$ cat src/rtl/cpu_pkg.sv
// Shared CPU definitions: datapath width, opcodes and the fetch-stage state type.
package cpu_pkg;

    localparam int XLEN = 32;

    localparam logic [6:0] OPC_JAL = 7'b1101111;

    typedef enum logic [1:0] {
        FETCH     = 2'd0,
        MISS_WAIT = 2'd1,
        DROP      = 2'd2
    } fetch_state_t;

endpackage

$ cat src/rtl/jal_predict.sv
// Static next-PC predictor: JAL is assumed taken, everything else falls through to pc+4.
module jal_predict
    import cpu_pkg::*;
(
    input  logic [XLEN-1:0] inst,
    input  logic [XLEN-1:0] pc,
    output logic [XLEN-1:0] pred_pc
);

    logic            is_jal;
    logic [XLEN-1:0] jal_offset;
    logic            unused_rd;

    assign is_jal     = (inst[6:0] == OPC_JAL);
    assign jal_offset = {{11{inst[31]}}, inst[31], inst[19:12], inst[20], inst[30:21], 1'b0};
    assign unused_rd  = ^inst[11:7];

    // 32-bit wrap-around is intentional; targets may cross 0 in either direction.
    assign pred_pc = is_jal ? (pc + jal_offset) : (pc + 32'd4);

endmodule

$ cat src/rtl/inst_fetch.sv
// Fetch stage: PC register, same-cycle I-cache lookup, single outstanding miss to memory,
// and redirect handling that lets an in-flight miss drain into the cache.
//
// Handshakes: iq_push is a strobe that only fires when iq_full is low; mem_req_valid is a
// level held with a stable address until the one-cycle mem_resp_valid; rdy low freezes all.
module inst_fetch
    import cpu_pkg::*;
#(
    parameter logic [XLEN-1:0] RESET_PC = 32'h0000_0000
) (
    input  logic            clk,
    input  logic            rst_n,
    input  logic            rdy,
    output logic [XLEN-1:0] ic_addr,
    input  logic            ic_hit,
    input  logic [XLEN-1:0] ic_inst,
    output logic            ic_fill_en,
    output logic [XLEN-1:0] ic_fill_addr,
    output logic [XLEN-1:0] ic_fill_inst,
    output logic            mem_req_valid,
    output logic [XLEN-1:0] mem_req_addr,
    input  logic            mem_resp_valid,
    input  logic [XLEN-1:0] mem_resp_inst,
    input  logic            iq_full,
    output logic            iq_push,
    output logic [XLEN-1:0] iq_inst,
    output logic [XLEN-1:0] iq_pc,
    output logic [XLEN-1:0] iq_pred_pc,
    input  logic            redirect_valid,
    input  logic [XLEN-1:0] redirect_pc,
    output fetch_state_t    dbg_state
);

    fetch_state_t    state, state_nxt;
    logic [XLEN-1:0] pc, pc_nxt;
    logic [XLEN-1:0] miss_pc, miss_pc_nxt;
    logic [XLEN-1:0] pred_pc;
    logic [XLEN-1:0] redirect_target;
    logic            push;
    logic            fill;

    assign redirect_target = redirect_pc & ~32'h3;

    jal_predict u_jal_predict (
        .inst    (ic_inst),
        .pc      (pc),
        .pred_pc (pred_pc)
    );

    always_comb begin
        state_nxt   = state;
        pc_nxt      = pc;
        miss_pc_nxt = miss_pc;
        push        = 1'b0;
        fill        = 1'b0;
        if (rdy && rst_n) begin
            case (state)
                FETCH: begin
                    if (redirect_valid) begin
                        pc_nxt = redirect_target;
                    end else if (ic_hit) begin
                        if (!iq_full) begin
                            push   = 1'b1;
                            pc_nxt = pred_pc;
                        end
                    end else begin
                        miss_pc_nxt = pc;
                        state_nxt   = MISS_WAIT;
                    end
                end
                MISS_WAIT, DROP: begin
                    // The response is always written back: it is valid data for miss_pc
                    // even when the fetch stream has already moved on.
                    if (mem_resp_valid) begin
                        fill      = 1'b1;
                        state_nxt = FETCH;
                    end else if (redirect_valid) begin
                        state_nxt = DROP;
                    end
                    if (redirect_valid) begin
                        pc_nxt = redirect_target;
                    end
                end
                default: state_nxt = FETCH;
            endcase
        end
    end

    always_ff @(posedge clk or negedge rst_n) begin
        if (!rst_n) begin
            state   <= FETCH;
            pc      <= RESET_PC;
            miss_pc <= '0;
        end else begin
            state   <= state_nxt;
            pc      <= pc_nxt;
            miss_pc <= miss_pc_nxt;
        end
    end

    assign ic_addr       = pc;
    assign iq_push       = push;
    assign iq_inst       = ic_inst;
    assign iq_pc         = pc;
    assign iq_pred_pc    = pred_pc;
    assign ic_fill_en    = fill;
    assign ic_fill_addr  = miss_pc;
    assign ic_fill_inst  = mem_resp_inst;
    assign mem_req_valid = rst_n && (state != FETCH);
    assign mem_req_addr  = miss_pc;
    assign dbg_state     = state;

endmodule

$ cat config.mk
export PLATFORM = sky130hd
export DESIGN_NAME = inst_fetch
export DESIGN_NICKNAME = d
export VERILOG_FILES = /design/src/rtl/cpu_pkg.sv /design/src/rtl/jal_predict.sv /design/src/rtl/inst_fetch.sv
export SDC_FILE = /design/constraint.sdc
export NUM_CORES = 1
export LEC_CHECK = 0
export CORE_AREA = 2 2 151 153
export DETAILED_ROUTE_END_ITERATION = 16
export DIE_AREA = 0 0 153 155
export GPL_TIMING_DRIVEN = 0
export PLACE_DENSITY = 0.64
export SLEW_MARGIN = 20
export SYNTH_ARGS = -nofsm -noshare
export SYNTH_HDL_FRONTEND = slang
export SYNTH_SLANG_ARGS = --single-unit
$ cat constraint.sdc
create_clock -name clk -period 7.2 [get_ports clk]
set_clock_uncertainty 0.1 [all_clocks]
set_input_delay 1.44 -clock clk [delete_from_list [all_inputs] [get_ports clk]]
set_output_delay 1.44 -clock clk [all_outputs]
set_load 0.005 [all_outputs]
==> impl_metrics.tcl <==
set metrics [dict create \
    outcome "complete, no violations" \
    yosys_warnings 0 \
    startpoint "ic_inst[31]" \
    rsz0062_at_grt "no" \
    cts_setup_buffers 0 \
    maxCapViolations 0 \
    timing.hold.ws_ps 435 \
    cts_sinks 64 \
    max_stage_delay_ps 910 \
    mostFrequentLayoutCell "clkdlybuf4s50_1" \
    grt_pass1_wl_um 37500 \
    nNetsFinal 1242 \
    cts_root_buffer "clkbuf_16" \
    wl_met2_um 12100 \
    synth-seq-cells 64 \
    dp_hpwl_um 19700 \
    synth_top_area_share_pct 24.5 \
    detail_route.first_pass.iterations 5 \
    start_kind "input pin" \
    hold_viol 0 \
    drtIter0Drc 438 \
    start_util_pct 29.4 \
    critPathCapture "iq_pred_pc[31]" \
    path_buf_inv 3 \
    gp_congestion 0.862 \
    hold_path_class "flip-flop to flip-flop" \
    gr-usage-all-layers_pct 20.1 \
    drcViolationCount 0 \
    most-common-layout-cells "286 x clkdlybuf4s50_1, 133 x buf_4, 91 x nand2_1" \
    wl_um 24600 \
    antenna_found_initial 0 \
    yosysSeqAreaShare_pct 24.5 \
    r2r_cells 10 \
    wl_met1_um 10600 \
    synth_cell_types 70 \
    synth_area_leaders "dfrtp_1 25%, buf_4 15%, ha_1 6.3%" \
    finalPower_mw 3.86 \
    vdd_ir_drop_max_uv 166 \
    clock.fmax_mhz 148 \
    slew_headroom_pct 32.8 \
    clockBufferDepth 2 \
    n_fill_cell 2209 \
    route.vias.total 6913 \
    critPathMaxFanout 16 \
    die_area_um2 23700 \
    drt-wirelength-per-cell_um 17.6 \
    die_w_um 153 \
    grt.overflow.total 0 \
    fin_crit_sh_pct 94.1 \
    crit_arrival_ps 5230 \
    core_area_um2 22200 \
    diodes 0 \
    endpoint_kind "output pin" \
    holdCritStartpoint "ic_fill_addr[8]$_DFFE_PN0P_" \
    leakage_nw 4.36 \
    clkTransAtPathRegs_ps 60 \
    synthesis.area_um2 6540 \
    cts_tree "yes" \
    fin_crit_ps 6770 \
    path_cells "clkdlybuf4s50_1 > ha_1 > clkbuf_1 > a21oi_1 > o21bai_1 > a21oi_1 > o21ai_0 > a221o_1 > or3_1 > o311ai_1 > clkdlybuf4s50_1" \
    ant_nets 0 \
    rows 55 \
    numCtsBuffers 9 \
    via_per_inst 4.96 \
    drv_slew 0 \
    yosys.area.top_type "dfrtp_1" \
    die_h_um 155 \
    holdBufCountCts 0 \
    syn_inst 802 \
    powerDensity_nw_per_um2 382 \
    worstPathRequired_ps 5660 \
    dr_wl_met3_um 1610 \
    clkLatencyLatePin_ps 340 \
    portBuffers 287 \
    critPathKind "input pin to output pin" \
    setup_viol 0 \
    synth-main-ff-cell "dfrtp_1" \
    reg2reg_to "ic_addr[31]$_DFFE_PN0P_" \
    highest_layer "met4" \
    cpMaxStageDelayCell "clkdlybuf4s50_1" \
    post_route_cells_drive_above_1_share_pct 18.4 \
    synth-edff-count 0 \
    tightestPinTransition_ps 1000 \
    final_util_pct 45.4 \
    first_global_vias 6580 \
    async_flop_share_pct 100 \
    syn_avg_cell_area_um2 8.15 \
    critical-path-top-delay-family "buffers and inverters" \
    r2r_start "ic_addr[2]$_DFFE_PN0P_" \
    reg2reg_slack_ps 3850 \
    ios 332 \
    area_delta_synth_final_pct 54.4 \
    grt_max_degree 49 \
    ctsResizeCount 0 \
    crit_cells 11 \
    htree_levels 3 \
]
-- worst min-delay path by stage --
| stage | end | cells past startpoint |
|---|---|---|
| floorplan | dbg_state[1]$_DFFE_PN0P_ | 2 |
| global placement | ic_fill_addr[12]$_DFFE_PN0P_ | 1 |
| detailed placement | ic_fill_addr[8]$_DFFE_PN0P_ | 1 |
| CTS | ic_fill_addr[8]$_DFFE_PN0P_ | 1 |
| global route | ic_fill_addr[14]$_DFFE_PN0P_ | 1 |
| finish | ic_fill_addr[8]$_DFFE_PN0P_ | 1 |
-- flip-flops by register name, summed over array words and instances (netlist names) --
name,flops
dbg_state,2
ic_fill_addr,31
ic_addr,31
-- synthesized netlist by cell type, types with 3 or more instances --
master and number:
dfrtp_1 64, nor4_1 3, and4_1 6, a21oi_1 49, buf_4 132, nand2_1 91
nor2_1 53, o21ai_1 6, and3_1 18, o21a_1 8, mux2i_1 10, o21bai_1 4
nand2b_1 4, nand3_1 29, a221o_1 4, nor3b_1 3, clkbuf_1 26, a21o_1 23
nor3_1 11, o31ai_1 8, and2_1 5, nand4_1 9, xor2_1 15, o311ai_1 3
a211oi_1 4, inv_1 11, a21oi_2 3, ha_1 33, xnor2_1 22, a31oi_1 13
or3_1 15, mux2_2 31, o21ai_0 34, o2111ai_1 4
-- cells by family (layout without fill, tap and decap cells) --
| group | after synthesis | after routing | synth area share, % |
|---|---|---|---|
| AOI/OAI and AO/OA | 187 | 187 | 19.3 |
| DFF | 64 | 64 | 24.5 |
| and+or+nand+nor | 262 | 262 | 19.7 |
| buffers and inverters | 176 | 480 | 18.0 |
| adders and majority gates | 34 | 34 | 6.62 |
| xor gates and xnor gates | 37 | 37 | 4.96 |
| other | 1 | 5 | 0.0574 |
| muxes | 41 | 41 | 6.87 |
-- where the power goes --
group / total [mW] / switching [mW] / internal [mW]
clock: 0.429 / 0.177 / 0.252
combinational: 2.58 / 1.09 / 1.50
sequential: 0.843 / 0.323 / 0.520
-- area by class of cell --
cell class | instances | area [um^2] | share of cell area (%)
Buffer | 165 | 1130 | 11.2
Clock buffer | 12 | 256 | 2.54
Clock inverter | 4 | 28.8 | 0.285
Inverter | 11 | 41.3 | 0.409
Multi-Input combinational cell | 566 | 3770 | 37.4
Sequential cell | 64 | 1600 | 15.9
Tap cell | 285 | 357 | 3.53
Timing Repair Buffer | 288 | 2900 | 28.7
-- through the flow --
stage,worst slack [ps],TNS [ps],std cells,cell area (um^2)
finish,427,0,1395,10100
global route,205,0,1395,10100
CTS,443,0,1395,10100
detailed placement,463,0,1379,9810
global placement,-1.77,-1.77,1378,9780
floorplan,1940,0,806,6550
-- layer usage --
metal	vias to the layer above	GRT usage, %
met5	-	0
met4	0	3.62
met2	315	35.1
met3	21	3.90
li1	3323	-
met1	3254	26.0
Note: power is estimated with default switching activity, not from simulation.
